==> src/rtl/mod_n_updown_counter_if.sv <==
// Interface bundling the control inputs and status outputs of the modulo-N
// up/down counter. The master side drives control; the counter is the slave.
// W sets the count/load width and WW the wrap-counter width; both must match
// the parameters of the counter instance attached to it.
interface mod_n_updown_counter_if #(
    parameter int W  = 4,
    parameter int WW = 8
);
    logic          en;
    logic          up;
    logic          load;
    logic [W-1:0]  load_val;
    logic [W-1:0]  count;
    logic          tc;
    logic          load_err;
    logic [WW-1:0] wraps;

    // Controller side: issues enable/direction/load, observes count and status
    modport master (
        output en, up, load, load_val,
        input  count, tc, load_err, wraps
    );

    // Counter side: consumes control, produces count and status
    modport slave (
        input  en, up, load, load_val,
        output count, tc, load_err, wraps
    );
endinterface

==> src/rtl/mod_n_updown_counter.sv <==
// Parametrised modulo-N up/down counter with count enable, direction,
// synchronous range-checked load and a zero-latency terminal-count output
// for cascading digit stages (stage k+1 en tied to stage k tc).
// Optional feature: define MODN_CNT_WRAPS_EN to build a saturating wrap
// counter that increments on every edge where tc is high; when undefined
// the wraps output is tied to zero and no register is built.
module mod_n_updown_counter #(
    parameter int N  = 10,
    parameter int W  = 4,
    parameter int WW = 8
) (
    input  logic                    clk,
    input  logic                    rst,
    mod_n_updown_counter_if.slave   bus
);

    // Highest legal count; for N == 2**W this is the all-ones value
    localparam logic [W-1:0] MAX_VAL = W'(N - 1);

    logic [W-1:0] count_q;
    logic [W-1:0] count_d;
    logic         load_err_q;
    logic         load_err_d;
    logic         at_terminal;
    logic         tc;

    // Terminal detection depends on the direction currently requested, so a
    // direction change is reflected immediately in tc without any extra state
    always_comb begin
        at_terminal = 1'b0;
        tc          = 1'b0;
        if (bus.up) begin
            at_terminal = (count_q == MAX_VAL);
        end else begin
            at_terminal = (count_q == '0);
        end
        tc = bus.en & ~bus.load & at_terminal;
    end

    // Next count: load wins over counting; out-of-range loads fall back to 0
    // so the count can never leave 0..N-1
    always_comb begin
        count_d    = count_q;
        load_err_d = 1'b0;
        if (bus.load) begin
            if (bus.load_val <= MAX_VAL) begin
                count_d = bus.load_val;
            end else begin
                count_d    = '0;
                load_err_d = 1'b1;
            end
        end else if (bus.en) begin
            if (bus.up) begin
                count_d = (count_q == MAX_VAL) ? '0 : count_q + W'(1);
            end else begin
                count_d = (count_q == '0) ? MAX_VAL : count_q - W'(1);
            end
        end
    end

    // Count and load-error registers, cleared asynchronously by reset
    always_ff @(posedge clk or posedge rst) begin
        if (rst) begin
            count_q    <= '0;
            load_err_q <= 1'b0;
        end else begin
            count_q    <= count_d;
            load_err_q <= load_err_d;
        end
    end

    assign bus.count    = count_q;
    assign bus.load_err = load_err_q;
    assign bus.tc       = tc;

`ifdef MODN_CNT_WRAPS_EN
    logic [WW-1:0] wraps_q;
    logic [WW-1:0] wraps_d;

    // Wrap count advances on each terminal-count edge and sticks at all-ones
    // rather than rolling over; only reset clears it
    always_comb begin
        wraps_d = wraps_q;
        if (tc && (wraps_q != {WW{1'b1}})) begin
            wraps_d = wraps_q + WW'(1);
        end
    end

    // Wrap-count register
    always_ff @(posedge clk or posedge rst) begin
        if (rst) begin
            wraps_q <= '0;
        end else begin
            wraps_q <= wraps_d;
        end
    end

    assign bus.wraps = wraps_q;
`else
    assign bus.wraps = WW'(0);
`endif

endmodule
==> src/flat_wrapper.sv <==
// flat-port wrapper written by rule: the top's interface ports become plain ports
module mod_n_updown_counter_flat 
#(
    parameter int N  = 10,
    parameter int W  = 4,
    parameter int WW = 8
)
  (clk, rst, bus_en, bus_up, bus_load, bus_load_val, bus_count, bus_tc, bus_load_err, bus_wraps);
  mod_n_updown_counter_if #(.W(W), .WW(WW)) bus_i ();
  input  logic clk;
  input  logic rst;
  input wire logic [$bits(bus_i.en)-1:0] bus_en;
  input wire logic [$bits(bus_i.up)-1:0] bus_up;
  input wire logic [$bits(bus_i.load)-1:0] bus_load;
  input wire logic [$bits(bus_i.load_val)-1:0] bus_load_val;
  output wire logic [$bits(bus_i.count)-1:0] bus_count;
  output wire logic [$bits(bus_i.tc)-1:0] bus_tc;
  output wire logic [$bits(bus_i.load_err)-1:0] bus_load_err;
  output wire logic [$bits(bus_i.wraps)-1:0] bus_wraps;
  assign bus_i.en = bus_en;
  assign bus_i.up = bus_up;
  assign bus_i.load = bus_load;
  assign bus_i.load_val = bus_load_val;
  assign bus_count = bus_i.count;
  assign bus_tc = bus_i.tc;
  assign bus_load_err = bus_i.load_err;
  assign bus_wraps = bus_i.wraps;
  mod_n_updown_counter #(.N(N), .W(W), .WW(WW)) u_core (.clk(clk), .rst(rst), .bus(bus_i));
endmodule
==> config.mk <==
export PLATFORM = sky130hd
export DESIGN_NAME = mod_n_updown_counter_flat
export DESIGN_NICKNAME = d
export VERILOG_FILES = /design/src/rtl/mod_n_updown_counter_if.sv /design/src/rtl/mod_n_updown_counter.sv /design/src/flat_wrapper.sv
export SDC_FILE = /design/constraint.sdc
export NUM_CORES = 1
export LEC_CHECK = 0
export ABC_CLOCK_PERIOD_IN_PS = 2100
export CORE_MARGIN = 4
export CORE_UTILIZATION = 25
export CTS_CLUSTER_DIAMETER = 40
export CTS_CLUSTER_SIZE = 28
export DETAILED_ROUTE_END_ITERATION = 10
export GPL_TIMING_DRIVEN = 0
export PLACE_DENSITY = 0.57
export SYNTH_ARGS = -nofsm -noshare
export SYNTH_HDL_FRONTEND = slang
export SYNTH_SLANG_ARGS = --single-unit
==> constraint.sdc <==
create_clock -name clk -period 2.1 [get_ports clk]
set_input_delay 0.21 -clock clk [delete_from_list [all_inputs] [get_ports clk]]
set_output_delay 0.21 -clock clk [all_outputs]
set_load 0.01 [all_outputs]
==> After elaboration in Yosys (flattened, before gate mapping) <==
Cells that the tools add are included.
{ "word_totals": {"ff_bits": 5, "elab_cells": 20, "in_bits": 9} }
{ "classes": {"add_sub_neg": 2, "mux": 9, "reduce_logical": 2, "magnitude_cmp": 1, "n_eq_ne": 1, "bitwise_logic": 3} }
{ "ops": {"columns": ["operator", "n"], "rows": [
  ["$mux 4", 6],
  ["$add 4x1->4 const B", 1],
  ["$eq 4x4->1 const B", 1],
  ["$le 4x4->1 const B", 1],
  ["$logic_not 4->1", 1],
  ["$sub 4x1->4 const B", 1],
  ["$mux 1", 3],
  ["$and 1x1->1", 2],
  ["$reduce_bool 2->1", 1],
  ["$not 1->1", 1]
]} }

==> Longest topological paths before layout <==
{ "depth": {"word_depth": 5, "mapped_depth": 4} }

==> Least setup slack after synthesis <==
No wires, ideal clock.
{ "synth_path": {"path_type": "flip-flop to flip-flop", "from": "register u_core.count_q[0] (netlist: u_core.bus.count[0])", "to": "register u_core.count_q[3] (netlist: u_core.bus.count[3])", "t_arrival_ns": 1.207, "synth_period_minus_slack_ns": 1.345, "path_stages_with_launch": 5, "setup_slack_ns": 0.755, "setup_time_ns": 0.137, "cell_sequence": "dfrtp_1 > buf_6 > and3_2 > a2111oi_0 > nor4_1"} }
{ "synth_via": {"elab_chain_len": 5} }
{ "synth_lines": {"columns": ["item", "line_no", "source"], "rows": [
  ["from (decl)", "mod_n_updown_counter.sv:20", "logic [W-1:0] count_q;"],
  ["from (signal assigned)", "mod_n_updown_counter.sv:67", "count_q <= count_d;"],
  ["$sub 4x1->4, or another cell as far along", "mod_n_updown_counter.sv:56", "count_d = (count_q == '0) ? MAX_VAL : count_q - W'(1);"],
  ["$mux 4, on equally long branches", "mod_n_updown_counter.sv:56, mod_n_updown_counter.sv:54", null],
  ["$mux 4 *", "mod_n_updown_counter.sv:53", "if (bus.up) begin"],
  ["$mux 4 *", "mod_n_updown_counter.sv:52", "end else if (bus.en) begin"],
  ["$mux 4 *", "mod_n_updown_counter.sv:45", "if (bus.load) begin"]
]} }
Every way passes the cells marked *; elsewhere a longest branch is shown, timed or not. The select of a mux whose other input is x is not followed.
A chain may end at the register's enable or synchronous reset.

==> Final worst setup path <==
{ "layout_path": {"from": "input port bus_up", "to": "output port bus_tc"} }
{ "layout_via": {"elab_chain_len": 2} }
{ "layout_lines": {"columns": ["item", "line_no", "source"], "rows": [
  ["from (decl)", "flat_wrapper.sv:13", "input wire logic [$bits(bus_i.up)-1:0] bus_up;"],
  ["$mux 1", "mod_n_updown_counter.sv:32", "if (bus.up) begin"],
  ["$and 1x1->1", "mod_n_updown_counter.sv:37", "tc = bus.en & ~bus.load & at_terminal;"],
  ["to (decl)", "flat_wrapper.sv:17", "output wire logic [$bits(bus_i.tc)-1:0] bus_tc;"]
]} }
Every way passes these cells.

==> results_dict.tcl <==
set metrics [dict create \
    ios 23 \
    clock_sinks 5 \
    hold_viol_final 0 \
    syn2layout_area_growth_pct 44.9 \
    clock_power_share_pct 29.5 \
    cts.hold.buffers_added 0 \
    clock_pin_slew_worst_setup_and_hold_paths_ns 0.04 \
    synth-warning-count 0 \
    holdWs_ns 0.160 \
    die_w_um 50.6 \
    cp_cell_sequence "clkdlybuf4s50_1 > and3_2 > o2111a_1 > clkdlybuf4s50_1" \
    drt_wl_total_mm 1.02 \
    post-route-drc-count 0 \
    power.sequential.fraction_pct 34.0 \
    coreArea_sq_mm 0.00173 \
    fin_nets 88 \
    grt_setup_unrepaired "no" \
    overflow 0 \
    power_switching_share_pct 32.3 \
    setup-violations-final 0 \
    cp_data_required_time_ns 1.89 \
    slowest_stage "clkdlybuf4s50_1" \
    finClkSkew_ns 0.00314 \
    tritoncts.num_buffers 3 \
    route.vias.total 432 \
    cap_violations 0 \
    final-max-slew-violation-count 0 \
    detail_route.iter0.violations 4 \
    number_of_global_route_vias_before_repair 412 \
    fin_cells 103 \
    cpPeakStageDelay_ns 0.61 \
    cts_max_level 1 \
    synthesis.area_sq_um 454 \
    max-vdd-ir-drop_mv 0.483 \
    synth_commonest_cells "buf_4, nor2_1, dfrtp_1, nor3_1" \
    critPathMaxFanout 7 \
    worst-setup-path-type "in2out" \
    max_freq_mhz 509 \
    power_frac_comb_pct 36.6 \
    grt_first_pass_wirelength_mm 1.73 \
    finalCriticalPeriod_ns 1.96 \
    cellInternalPower_uw 258 \
    postCtsSetupBuffers 0 \
    gpl_congestion 0.753 \
    timing.critical_path.mode_cell "clkdlybuf4s50_1" \
    groute.usage.overall_pct 8.76 \
    drive_above_1_share_pct 20.5 \
    fp.dieH_um 50.6 \
    count_of_mapped_cells_out_of_synthesis 55 \
    placement.io_buffers 12 \
    critical_path.startpoint_type "input port" \
    timing.critical_path.arrival_ns 1.75 \
    leakagePower_nw 0.305 \
    switching_power_uw 123 \
    dr.pass1.iters 2 \
    antenna_found_initial 0 \
    insertedDiodeCount 0 \
    ctsLongestPathBuffers 2 \
    postSynth.topFlopCell "dfrtp_1" \
    worst_skew_pair.late_latency_ns 0.24 \
    dpl.cell_count 99 \
    total_power_uw 381 \
    worst_setup_path_end_kind "output port" \
    ys_async_sr_fraction_pct 100 \
    setup_tns_ns 0 \
    floorplan_die_area_sq_mm 0.00256 \
    period_share_pct 93.5 \
    wire_per_inst_um 9.86 \
    grt_max_degree 11 \
    yosys.area.top_type_share_pct 27.5 \
    row_count 15 \
    cell_accounting_for_the_most_synthesized_area "dfrtp_1" \
    synthesis.area_per_instance_sq_um 8.26 \
    tritoncts "yes" \
    netlist-cell-type-count 27 \
    yosysSeqAreaShare_pct 27.5 \
    place.detailed.hpwl_um 827 \
    post-synth-top-count-cell "buf_4" \
    cell_chosen_for_the_clock_root "clkbuf_4" \
    post_drt_via_cell_ratio 4.19 \
    run_status "finished, final reports clean" \
    cts.repair.resized 0 \
    finish.utilization_pct 38.1 \
    yosys-top-cells-area "dfrtp_1, buf_4, o2111a_1" \
    worstHoldPathType "in2async" \
    p_per_cell_area_mw_per_mm2 579 \
    antenna_violating_nets_remaining 0 \
    ys_ff_latch 5 \
    floorplan.initialDensity_pct 26.3 \
    post_synth_edffs 0 \
]
cells by family after synthesis:
group / Yosys count / synth area share, %
simple gates: 22 / 27.0
buf+inv: 14 / 20.1
flops: 5 / 27.5
other cells: 1 / 0.826
compound gates: 10 / 18.7
xor+xnor: 3 / 5.79
routing by layer:
layer,up-vias,GRT usage [%],part of all wire (%)
met4,0,2.69,0
met1,188,11.6,48
met5,-,0,0
met3,0,3.56,9.5
li1,227,-,-
met2,17,12.8,43
power groups by stage:
| stage | Sequential [mW] | Combinational (mW) | Clock (mW) |
|---|---|---|---|
| final | 0.130 | 0.139 | 0.112 |
| after global routing | 0.133 | 0.153 | 0.123 |
| after detailed placement | 0.131 | 0.139 | 0 |
| after global placement | 0.132 | 0.138 | 0 |
| after floorplan | 0.134 | 0.0811 | 0 |
| after CTS | 0.130 | 0.140 | 0.116 |
sequential cells by signal, summed over array words and instances (netlist names):
| signal | cells |
|---|---|
| u_core.bus.load_err | 1 |
| u_core.bus.count | 4 |
cell usage in the layout (no fill, tap or decap), drive strengths merged:
cell type / Yosys / final
a311o: 1 / 1
nor4b: 1 / 1
nor4: 2 / 2
nand3: 1 / 1
a21oi: 1 / 1
o2111a: 3 / 3
o21ai: 2 / 2
o32a: 1 / 1
dfrtp: 5 / 5
nand2b: 1 / 1
clkbuf: 1 / 5
nand2: 2 / 2
nor2: 6 / 6
xnor2: 2 / 2
buf: 10 / 10
and3: 3 / 3
clkdlybuf4s50: 0 / 12
nor2b: 1 / 1
a2111oi: 1 / 1
nor3: 4 / 4
inv: 3 / 3
conb: 1 / 8
xor2: 1 / 1
o211ai: 1 / 1
nand3b: 1 / 1
worst max-delay path: cells and delay by family:
kind	cells	cell delay [ns]
compound gates	1	0.19
buf+inv	2	1.14
simple gates	1	0.21
area by class of cell:
cell class / count / area (sq um)
tap: 25 / 31.3
multi-input combinational: 43 / 264
timing repair buffer: 12 / 120
inverter: 3 / 11.3
sequential: 5 / 125
fill: 195 / 1070
clock buffer: 4 / 26.3
buffer: 11 / 80.1
metrics by stage:
step / worst slack [ns] / instance area, sq um
6_report: 0.136 / 658
3_5_place_dp: 0.156 / 632
5_1_grt: 0.105 / 658
2_1_floorplan: 0.755 / 480
3_3_place_gp: 0.169 / 632
4_1_cts: 0.151 / 658
final timing paths:
| check | endpoint | cells after the start | slack [ns] | start |
|---|---|---|---|---|
| worst max-delay path | bus_tc | 4 | 0.14 | bus_up |
| worst min-delay path | u_core.bus.count[0]$_DFFE_PP0P_ | 2 | 0.16 | rst |
| worst max register to register | u_core.bus.count[1]$_DFFE_PP0P_ | 4 | 0.75 | u_core.bus.count[0]$_DFFE_PP0P_ |
| worst min register to register | u_core.bus.count[1]$_DFFE_PP0P_ | 1 | 0.70 | u_core.bus.count[1]$_DFFE_PP0P_ |
| max in group asynchronous | u_core.bus.count[2]$_DFFE_PP0P_ | 2 | 1.77 | rst |
| min in group clk | u_core.bus.count[0]$_DFFE_PP0P_ | 2 | 0.29 | bus_load |
No activity file was read; power rests on OpenSTA's default activity.
